### src/rtl/thread_sched_4t.sv
// thread_sched_4t: four-thread round-robin fetch scheduler.
// Each thread owns a PC and may have at most one fetch in flight.
// Issue outputs depend only on registered state. There is no path from
// any input to an output in the same cycle.
// Optional build macro GPC_SCHED_PERF_CNT_EN adds the per-thread
// saturating issue counters on port IssueCntQnnnH.
module thread_sched_4t #(
  parameter logic [31:0] RST_PC_BASE   = 32'h0000_0000,
  parameter logic [31:0] RST_PC_STRIDE = 32'h0000_0400
) (
  input  logic        QClk,
  input  logic        RstQnnnH,
  input  logic [3:0]  ThreadEnQnnnH,
  input  logic [3:0]  RstPcQnnnH,
  input  logic        FbValidQ101H,
  input  logic [1:0]  FbTidQ101H,
  input  logic [31:0] FbNextPcQ101H,
  output logic        IssueValidQ100H,
  output logic [1:0]  TidQ100H,
  output logic [31:0] PcQ100H,
  output logic        SchedErrQnnnH
`ifdef GPC_SCHED_PERF_CNT_EN
  ,
  output logic [3:0][15:0] IssueCntQnnnH
`endif
);

  logic [3:0][31:0] pc_q, pc_d;
  logic [3:0]       in_flight_q, in_flight_d;
  logic [3:0]       drop_q, drop_d;
  logic [3:0]       en_q;
  logic [1:0]       last_tid_q;
  logic             err_q, err_d;

  logic [3:0]       eligible;
  logic             grant_valid;
  logic [1:0]       grant_tid;
  logic [1:0]       cand;

  function automatic logic [31:0] rst_pc(input int n);
    return RST_PC_BASE + RST_PC_STRIDE * 32'(n);
  endfunction

  assign eligible = en_q & ~in_flight_q;

  // Round-robin pick: scan from the farthest offset down, so the nearest
  // eligible thread after last_tid is the one that remains selected.
  always_comb begin
    grant_valid = 1'b0;
    grant_tid   = last_tid_q;
    cand        = last_tid_q;
    for (int k = 4; k >= 1; k--) begin
      cand = last_tid_q + 2'(k);
      if (eligible[cand]) begin
        grant_valid = 1'b1;
        grant_tid   = cand;
      end
    end
  end

  assign IssueValidQ100H = grant_valid;
  assign TidQ100H        = grant_tid;
  assign PcQ100H         = pc_q[grant_tid];
  assign SchedErrQnnnH   = err_q;

  // Next-state: feedback first, then issue, then PC-reset requests. A PC
  // reset on a thread that is still in flight at the end of the cycle sets
  // drop. This includes a thread that issues in the same cycle. The
  // returning feedback then belongs to the abandoned PC stream.
  always_comb begin
    pc_d        = pc_q;
    in_flight_d = in_flight_q;
    drop_d      = drop_q;
    err_d       = err_q;
    if (FbValidQ101H) begin
      if (in_flight_q[FbTidQ101H]) begin
        in_flight_d[FbTidQ101H] = 1'b0;
        if (drop_q[FbTidQ101H]) drop_d[FbTidQ101H] = 1'b0;
        else                    pc_d[FbTidQ101H]   = FbNextPcQ101H;
      end else begin
        err_d = 1'b1;
      end
    end
    if (grant_valid) in_flight_d[grant_tid] = 1'b1;
    for (int n = 0; n < 4; n++) begin
      if (RstPcQnnnH[n]) begin
        pc_d[n] = rst_pc(n);
        if (in_flight_d[n]) drop_d[n] = 1'b1;
      end
    end
  end

  // State registers with synchronous active-low reset.
  always_ff @(posedge QClk) begin
    if (!RstQnnnH) begin
      for (int n = 0; n < 4; n++) pc_q[n] <= rst_pc(n);
      in_flight_q <= '0;
      drop_q      <= '0;
      en_q        <= '0;
      last_tid_q  <= 2'd3;
      err_q       <= 1'b0;
    end else begin
      pc_q        <= pc_d;
      in_flight_q <= in_flight_d;
      drop_q      <= drop_d;
      en_q        <= ThreadEnQnnnH;
      if (grant_valid) last_tid_q <= grant_tid;
      err_q       <= err_d;
    end
  end

`ifdef GPC_SCHED_PERF_CNT_EN
  logic [3:0][15:0] issue_cnt_q;

  // Per-thread issue counters that saturate at all-ones.
  always_ff @(posedge QClk) begin
    if (!RstQnnnH) begin
      issue_cnt_q <= '0;
    end else if (grant_valid && (issue_cnt_q[grant_tid] != 16'hFFFF)) begin
      issue_cnt_q[grant_tid] <= issue_cnt_q[grant_tid] + 16'd1;
    end
  end

  assign IssueCntQnnnH = issue_cnt_q;
`endif

endmodule
### config.mk
export PLATFORM = sky130hd
export DESIGN_NAME = thread_sched_4t
export DESIGN_NICKNAME = d
export VERILOG_FILES = /design/src/rtl/thread_sched_4t.sv
export SDC_FILE = /design/constraint.sdc
export NUM_CORES = 1
export LEC_CHECK = 0
export ABC_AREA = 1
export ABC_CLOCK_PERIOD_IN_PS = 4200
export CAP_MARGIN = 20
export CORE_MARGIN = 5
export CORE_UTILIZATION = 62
export CTS_BUF_LIST = sky130_fd_sc_hd__clkbuf_4 sky130_fd_sc_hd__clkbuf_8
export DETAILED_ROUTE_END_ITERATION = 6
export PLACE_DENSITY = 0.95
export SLEW_MARGIN = 20
export SYNTH_ARGS = -nofsm -noshare
export SYNTH_HDL_FRONTEND = slang
export SYNTH_SLANG_ARGS = --single-unit
export TNS_END_PERCENT = 10
### constraint.sdc
create_clock -name QClk -period 4.2 [get_ports QClk]
set_clock_uncertainty 0.1 [all_clocks]
set_input_delay 0.63 -clock QClk [delete_from_list [all_inputs] [get_ports QClk]]
set_output_delay 0.63 -clock QClk [all_outputs]
set_load 0.005 [all_outputs]
* After elaboration in Yosys (flattened, before gate mapping)
Cells that the tools add are included.
Storage, ports and cells: bits in registers 143, bits in latches 0, memory bits (writable) 0, ROM bits 0, input port bits 45, output and inout port bits 36, word-level logic and storage cells 79, memories kept 0
Operators by class: $add $sub $neg 3, multiply operators 0, divide/modulo/power cells 0, $lt $le $gt $ge 8, equal/unequal tests 0, shifts and indexed selects 0, mux-type cells 42, bitwise logic cells 9, reduce and logical (&&, ||, !) cells 8
Operators with widths (number):
- 128-bit bitwise mux | 1
- 32-bit binary-select mux with 2-bit select | 1
- 32-bit demux with 2-bit select | 1
- 32-bit 2-to-1 mux | 2
- 4-bit 2-to-1 mux | 6
- 1-bit 2-to-1 mux | 20
- 2-bit by 3-bit < comparator with 1-bit output, second input constant | 6
- 4-bit AND | 3
- 1-bit binary-select mux with 2-bit select | 6
- 4-bit NOT | 2
- 2-bit OR reduction | 4
- 2-bit 2-to-1 mux | 3
- 2-bit adder, second input constant | 2
- 1-bit demux with 2-bit select | 2
- 2-bit by 1-bit >= comparator with 1-bit output, second input constant | 2
- 4-bit OR | 1
- 1-bit NOT | 3
- 3-bit AND reduction | 1
- 2-bit by 1-bit adder with 2-bit output, second input constant | 1
- 1-bit logical AND | 2
- 2-bit AND reduction | 1

* Longest topological paths before layout
Gate-level depths: netlist of the first run.
depth in word-level cells 15, gate-level depth with buffers 15, mapped depth without buffers 13

* Worst setup path before layout of the first run
No wires, ideal clock.
kind register -> output, start point register last_tid_q[0], end point output port PcQ100H[10], arrival 1.611 ns, required time 3.470 ns, slack 1.859 ns, cell stages (with the launch flop) 13, path buffers 2, cell sequence dfxtp_1 buf_6 inv_2 nand2_1 nand2_1 nand2_1 nand2_2 nor2_1 a21oi_1 nor2_2 buf_6 a21oi_1 nand2_1
Between the ends: word-level cells in the longest chain between the ends 8, elaborated cells on any way between the ends 14, classes of those cells 3 x add/sub; 11 x mux
Ends and longest elaborated chain:
- from (decl) | line 32 | logic [1:0] last_tid_q;
- from (signal assigned) | line 107 | if (grant_valid) last_tid_q <= grant_tid;
- 2-bit adder | line 53 | cand = last_tid_q + 2'(k);
- 1-bit binary-select mux with 2-bit select | line 54 | if (eligible[cand]) begin
- 1-bit 2-to-1 mux (implied by the code) | line 54
- 2-bit 2-to-1 mux (2 in a row) | line 54
- 2-bit 2-to-1 mux (*) | line 54
- net TidQ100H[1] | line 19 | output logic [1:0] TidQ100H,
- 32-bit binary-select mux with 2-bit select (*) | line 63 | assign PcQ100H = pc_q[grant_tid];
- 32-bit 2-to-1 mux (implied by the code) (*) | line 63
- to (decl) | line 20 | output logic [31:0] PcQ100H,
The timed path passes the listed nets; every way through them passes the cells marked *. The select of a mux whose other input is x is not followed.

* Worst setup path after layout of the first run
start point register last_tid_q[0], end point output port PcQ100H[13]
Between the ends: word-level cells in the longest chain between the ends 8, elaborated cells on any way between the ends 14, classes of those cells 3 x add/sub; 11 x mux
Ends and longest elaborated chain (line):
- 2-bit adder | 53
- 1-bit binary-select mux with 2-bit select | 54
- 1-bit 2-to-1 mux (implied by the code) | 54
- 2-bit 2-to-1 mux (2 in a row) | 54
- 2-bit 2-to-1 mux (*) | 54
- 32-bit binary-select mux with 2-bit select (*) | 63
- 32-bit 2-to-1 mux (implied by the code) (*) | 63
Mark *: on every way between the ends. The rest lies on a longest branch, timed or not. The select of a mux whose other input is x is not followed.

==> key figures, run 1 <==
Run status
  • Status: finished clean

Setup path
  • Reg2reg start: last_tid_q[0]
  • WS Path Type: reg -> out
  • Crit-path slowest cell: nand2_2
  • Crit path DAT: between 3 and 4 ns
  • Crit path from: last_tid_q[0]
  • Worst Path Max Fanout: 32
  • CP startpoint kind: register
  • Crit path cell chain: inv_2 -> nand2_1 -> nand2_1 -> nand2_1 -> nand2_2 -> inv_1 -> o21ai_1 -> nand2_1 -> nand2_2 -> nand2_2 -> nor2_1 -> a21oi_1 -> nand2_1 -> clkdlybuf4s50_1
  • Worst setup EP type: primary output
  • Worst Path Required: 3.47 ns
  • Critical Path Max Stage Delay: roughly 0.53 ns
  • Crit-path most repeated cell: nand2_1

Floorplan
  • I/O Pins: approximately 80
  • Die X: roughly 110 microns
  • Chip Height: 110.4 microns
  • Total die area: approximately 0.012 sq mm
  • Initial Util: 63.66%
  • Num rows: 36
  • CORE AREA: between 0.009 and 0.01 sq mm

Yosys
  • Number of synthesized flops with an enable pin: 0
  • Synth warn: 0
  • Top cells by area, synth: dfxtp_1 (46%), nor2_1 (12%), o21ai_0 (9.7%)
  • Primary FF master, synth: dfxtp_1
  • #FFs+latches synth: 143
  • Unique masters post-synth: 28
  • Most frequent cells after synthesis: nor2_1 (194), dfxtp_1 (143), o21ai_0 (121)
  • Gate Count Post-Synth: a little under 900
  • Yosys top cell area share: between 40% and 50%
  • Yosys top cell by area: dfxtp_1
  • Syn avg cell area: around 7.1 sq um
  • Seq/Total Area, Yosys: 45.80%
  • Count leader, synth: nor2_1
  • Post-synth ARST share: 0%
  • Mapped Area: 0.006251 sq mm
  • Mapped Nets: just over 900

Flow run
  • Max cap viols: 0

Clock tree
  • Total CTS buffers: 17
  • TritonCTS clock tree: yes
  • Hold buffer count at cts: 0
  • Clock tree buffer depth: 2
  • Root Buffer: clkbuf_8
  • Htree depth: 4
  • Sinks on Clock Net: between 100 and 150
  • Clock slew at reported path FFs: about 0.080 ns
  • Clk Latency, worst-skew pair: ~0.44 ns

Layout
  • Share of cells above drive strength 1: around 7.3%
  • Number of inserted diodes: 0
  • Synth-to-layout area growth: 19.72%
  • Final #Nets: approximately 980
  • Final instance area: 0.007483 sq mm

Global routing
  • Antenna violations before repair: 0
  • M2 GR Usage: between 40% and 50%
  • Met3 GRT Util: 6.783%
  • Number of global-route vias before repair: just under 6000
  • Total GRT Usage: roughly a quarter
  • Met1 Usage GRT: between 30% and 40%
  • Gr ovfl total: 0
  • Grt peak-use layer: met2
  • Largest net degree at the start of global routing: 65
  • First-pass GRT wire length: 27.46 mm

STA
  • Unrepaired setup endpoints after global routing: false
  • Setup ws final: approximately 0.36 ns
  • Final hold violation count: 0
  • Setup-failing EPs final: 0
  • Fmax: about 260 MHz
  • Final period util: 91.54%
  • Pins Over Slew Limit: 0
  • WHS: 0.3537 ns
  • Minimum clock period: slightly below 4 ns
  • Setup TNS: 0 ns
  • Least-Margin Pin Slew: roughly 0.85 ns
  • Max-slew headroom: between 40% and 50%

Power
  • Total power: 4.921 mW
  • Power Dens Cells: 657.5 mW/mm^2
  • Max VDD drop: about 0.00057 V
  • Pleak: 3.053 nW

Placed design
  • Count of input and output buffers: 80
  • Post-DP HPWL: roughly 10 mm
  • Final Wtd Congestion: roughly 0.9
  • Placed cell areas: 0.007015 sq mm
  • Pre-CTS setup slack: around 0.86 ns

Detailed routing
  • WL final: between 15 and 20 mm
  • DRC viols: 0
  • Starting DRT DRC Count: a little over 600
  • DRT antenna net count: 0
  • Detailed Routing Iterations Pass 1: 6
  • DR WL/cell: around 15 microns
  • DR vias/cell: 5.711
  • Via count: 6156

Hold path
  • Hold path start: pc_q[84]
  • Hold Crit Class: reg -> reg
-- worst paths after layout --
kind	to	slack (ns)	depth (start not counted)
max	PcQ100H[13]	0.36	14
max reg2reg	drop_q[1]	1.98	13
min	pc_q[84]	0.35	2
min reg2reg	pc_q[84]	0.35	2
-- logic make-up after synthesis --
| family | Yosys count | share of synthesized area (%) |
|---|---|---|
| AOI/OAI and AO/OA | 268 | 23.16 |
| and+or+nand+nor | 320 | 20.90 |
| buffers and inverters | 145 | 10.15 |
| DFF | 143 | 45.80 |
-- timing repair --
item	CTS	global route
hold endpoints to repair	0	0
setup endpoints to repair	0	1
gates resized for setup	0	1
buffers inserted	0	0
-- cell usage in the layout, fill, tap and decap left out, drive strengths merged, types with 3 or more instances in the layout --
| cell type | synthesis | layout |
|---|---|---|
| nor2 | 198 | 198 |
| dfxtp | 143 | 143 |
| o21ai | 130 | 130 |
| a21oi | 103 | 103 |
| inv | 89 | 91 |
| nand2 | 85 | 85 |
| clkdlybuf4s50 | 0 | 80 |
| a211oi | 32 | 32 |
| nand3 | 32 | 32 |
| clkbuf | 22 | 18 |
| buf | 34 | 13 |
| clkinv | 0 | 5 |
| nand4 | 4 | 4 |
| bufinv | 0 | 4 |
| clkinvlp | 0 | 3 |
-- state kept, by name, summed over array words and instances (netlist names) --
register and flops:
pc_q 128, in_flight_q 4, en_q 4, drop_q 4, SchedErrQnnnH 1, last_tid_q 2
-- worst max-delay path: cells and delay by family, from the launching register on --
kind | cells | cell delay (ns)
AND/OR/NAND/NOR | 9 | 1.28
buffers and inverters | 3 | 0.67
AO/OA/AOI/OAI | 2 | 0.23
flip-flops | 1 | 0.47
-- per-layer routing --
metal  vias up  part of all wire, %
met2       340                   47
met4         0                  2.5
met3        39                  9.9
met1      2787                   40
li1       2990                    -
met5         -                    0
-- stage by stage --
step | std cells | utilization, %
2_1_floorplan | 876 | -
3_3_place_gp | 1045 | 71.45
3_5_place_dp | 1045 | 71.45
4_1_cts | 1077 | 75.89
5_1_grt | 1078 | 76.21
6_report | 1078 | 76.21
-- final cells by class --
cell class | count | area (sq um)
Clock buffer | 18 | 247.7
Clock inverter | 14 | 188.9
Fill cell | 694 | 2336
Inverter | 89 | 334.1
Multi-Input combinational cell | 588 | 2761
Sequential cell | 143 | 2863
Tap cell | 133 | 166.4
Timing Repair Buffer | 93 | 922.1
-- power by group --
part / internal (mW) / switching [mW]
sequential: 1.43 / 0.0432
clock: 0.663 / 0.539
combinational: 0.973 / 1.28
Power figures use the tool's default switching activity.
==> run 2: changes to the inputs <==
Settings changed: ABC_CLOCK_PERIOD_IN_PS 4200 to not set.
==> results of run 2 <==
No change in the layout: final DEF, timing and power equal those of run 1.
==> run 3: changes to the inputs <==
Settings changed: CORE_ASPECT_RATIO set to 0.75, CORE_UTILIZATION 62 to 60, GPL_ROUTABILITY_DRIVEN set to 0.
==> run 3 against run 2 <==
Against the previous run: global-route usage decreased by 0.58 points; hold slack got worse by 0.0022 ns; maximum frequency decreased by 0.57%; flip-flop and latch count did not move; sequential share of layout area increased by 0.21 points; combinational power is essentially flat; wire length decreased by 1.5%; clock power shrank 7%; final cell count up 0.37%; die area grew 3.2%; register-to-register slack worse by 0.47 ns; power down 2.1%; largest cell class unchanged; largest power group unchanged.
==> key figures, run 3 (synthesis gave the netlist of run 1 again) <==
Placed design
  • Count of input and output buffers: 80 (unchanged)
  • Placed cell areas: 0.007034 sq mm (was 0.007015 sq mm)
  • Post-DP HPWL: 10.17 mm (was 10.13 mm)

Setup path
  • Reg2reg end: pc_q[109] (was drop_q[1])
  • CP startpoint kind: register (unchanged)
  • Reg2reg start: drop_q[0] (was last_tid_q[0])
  • Crit path DAT: 3.14 ns (was 3.11 ns)
  • Crit path from: last_tid_q[0] (unchanged)
  • Worst setup EP type: primary output (unchanged)
  • Worst Path Required: 3.47 ns (about the same)
  • WS Path Type: reg -> out (unchanged)
  • Worst Path Max Fanout: 21 (was 32)
  • End of the critical path: PcQ100H[6] (was PcQ100H[13])
  • Flop2flop setup slack: 1.51 ns (was 1.98 ns)
  • Reg2Reg Depth: 8 (was 13)

Power
  • Max VDD drop: 0.0004319 V (was 0.0005699 V)
  • Power Dens Cells: 646.9 mW/mm^2 (was 657.5 mW/mm^2)
  • Pleak: 3.021 nW (was 3.053 nW)

Floorplan
  • Die X: 127.9 microns (was 110.4 microns)
  • Num rows: 32 (was 36)
  • Initial Util: 60.99% (was 63.66%)
  • Total die area: 0.01258 sq mm (was 0.01219 sq mm)
  • I/O Pins: 81 (unchanged)
  • CORE AREA: 0.01025 sq mm (was 0.009819 sq mm)
  • Chip Height: 98.40 microns (was 110.4 microns)

Detailed routing
  • DR vias/cell: 5.661 (was 5.711)
  • DRT antenna net count: 0 (unchanged)
  • Via count: 6125 (was 6156)
  • Detailed Routing Iterations Pass 1: 5 (was 6)
  • Starting DRT DRC Count: 726 (was 622)
  • DRC viols: 0 (unchanged)
  • WL final: 16.38 mm (was 16.62 mm)
  • DR WL/cell: 15.14 microns (was 15.42 microns)

Layout
  • Final instance area: 0.007443 sq mm (was 0.007483 sq mm)
  • Combined area of the multi-input logic cells: 0.002761 sq mm (unchanged)
  • Fin util: 72.62% (was 76.21%)
  • Number of inserted diodes: 0 (unchanged)
  • Leading cell types in the layout, fill and taps excluded: nor2_1 (191), dfxtp_1 (143), o21ai_0 (121), a21oi_1 (101), inv_1 (82) (was nor2_1 (191), dfxtp_1 (143), o21ai_0 (121), a21oi_1 (101), inv_1 (83))
  • Commonest non-fill, non-tap cell in the layout: nor2_1 (unchanged)
  • Max reg flops: 128 (unchanged)
  • FF/Latch Area: 0.002863 sq mm (unchanged)
  • Most flops, register: pc_q (unchanged)
  • Share of cells above drive strength 1: 7.400% (was 7.302%)
  • Fillcell total: 796 (was 694)
  • Synth-to-layout area growth: 19.08% (was 19.72%)
  • Final #Nets: 978 (was 977)

Clock tree
  • Postcts setup bufs: 0 (unchanged)
  • TritonCTS clock tree: yes (unchanged)
  • Clock slew at reported path FFs: 0.08 ns (about the same)
  • Clock tree buffer depth: 2 (unchanged)
  • Post-CTS sizing: 0 (unchanged)
  • Hold buffer count at cts: 0 (unchanged)
  • Root Buffer: clkbuf_8 (unchanged)
  • Clk Latency, worst-skew pair: 0.46 ns (was 0.44 ns)
  • Sinks on Clock Net: 143 (unchanged)
  • Htree depth: 4 (unchanged)
  • Total CTS buffers: 17 (unchanged)

STA
  • Setup-failing EPs final: 0 (unchanged)
  • Max-slew headroom: 29.71% (was 43.03%)
  • Final period util: 92.07% (was 91.54%)
  • Pins Over Slew Limit: 0 (unchanged)
  • Least-Margin Pin Slew: 1.048 ns (was 0.8536 ns)
  • Setup TNS: 0 ns (unchanged)
  • Final hold violation count: 0 (unchanged)
  • Minimum clock period: 3.867 ns (was 3.845 ns)
  • Unrepaired setup endpoints after global routing: false (unchanged)
  • Fmax: 258.6 MHz (was 260.1 MHz)

Flow run
  • Max cap viols: 0 (unchanged)

Run status
  • Status: finished clean (unchanged)

Global routing
  • Gr ovfl total: 0 (unchanged)
  • Antenna violations before repair: 0 (unchanged)
  • Total GRT Usage: 26.15% (was 26.73%)
  • First-pass GRT wire length: 26.94 mm (was 27.46 mm)
  • Number of global-route vias before repair: 5693 (was 5778)
  • Largest net degree at the start of global routing: 65 (unchanged)

Hold path
  • Hold path start: pc_q[89] (was pc_q[84])
  • Hold Crit Class: reg -> reg (unchanged)
[run 3: changes by cell type in the layout (fill, tap and decap cells not counted), moves of 2 or more]
cell / before / now
buf_4: 11 / 14
clkinvlp_4: 3 / 5
clkinv_4: 1 / 5
bufinv_16: 4 / 2
clkinv_2: 4 / 0
[run 3: cell type report]
cell class	instances	share of cell area [%]
Tap cell	136	2.286
Timing Repair Buffer	94	12.17
Inverter	89	4.488
Clock buffer	18	3.328
Multi-Input combinational cell	588	37.10
Sequential cell	143	38.46
Clock inverter	14	2.168
[run 3: power breakdown]
part | internal [mW] | switching (mW) | total [mW]
clock | 0.551 | 0.562 | 1.11
combinational | 0.982 | 1.25 | 2.23
sequential | 1.43 | 0.0419 | 1.47
total | 2.96 | 1.86 | 4.82
[run 3: worst min-delay path by stage]
| stage | cells after the start | end | slack [ns] |
|---|---|---|---|
| after floorplan | 2 | pc_q[106] | 0.32 |
| after global placement | 2 | pc_q[107] | 0.33 |
| after detailed placement | 2 | pc_q[107] | 0.34 |
| after CTS | 2 | pc_q[68] | 0.35 |
| after global routing | 2 | pc_q[85] | 0.38 |
| final | 2 | pc_q[89] | 0.35 |
[run 3: metal layers]
metal | up-vias | global-route usage [%] | routed length (microns) | part of all wire [%]
met1 | 2782 | 34.95 | 6970 | 43
met5 | - | 0 | 0 | 0
li1 | 2981 | - | - | -
met2 | 315 | 41.11 | 7408 | 45
met3 | 47 | 7.162 | 1639 | 10
met4 | 0 | 8.564 | 359 | 2.2
[run 3: stage by stage]
stage / power (mW) / setup slack (ns) / instances / hold WS [ns]
final: 4.815 / 0.3331 / 1082 / 0.3515
after CTS: 4.812 / 0.3211 / 1082 / 0.3543
after detailed placement: 3.695 / 0.8813 / 1050 / 0.3397
after global placement: 3.675 / 0.9745 / 1050 / 0.3337
after floorplan: 2.735 / 1.859 / 876 / 0.3236
after global routing: 5.102 / 0.1146 / 1082 / 0.3826
[run 3: worst max-delay path, cell delays in order (launching register included)]
cell and delay [ns]:
dfxtp_1 0.48, inv_2 0.13, nand2_1 0.09, nand2_1 0.08
nand2_1 0.12, nand2_2 0.07, inv_1 0.07, nand3_1 0.14
nand2_2 0.13, nand2_2 0.31, buf_4 0.29, nor2_1 0.11
a21oi_1 0.06, nand2_1 0.08, clkdlybuf4s50_1 0.50
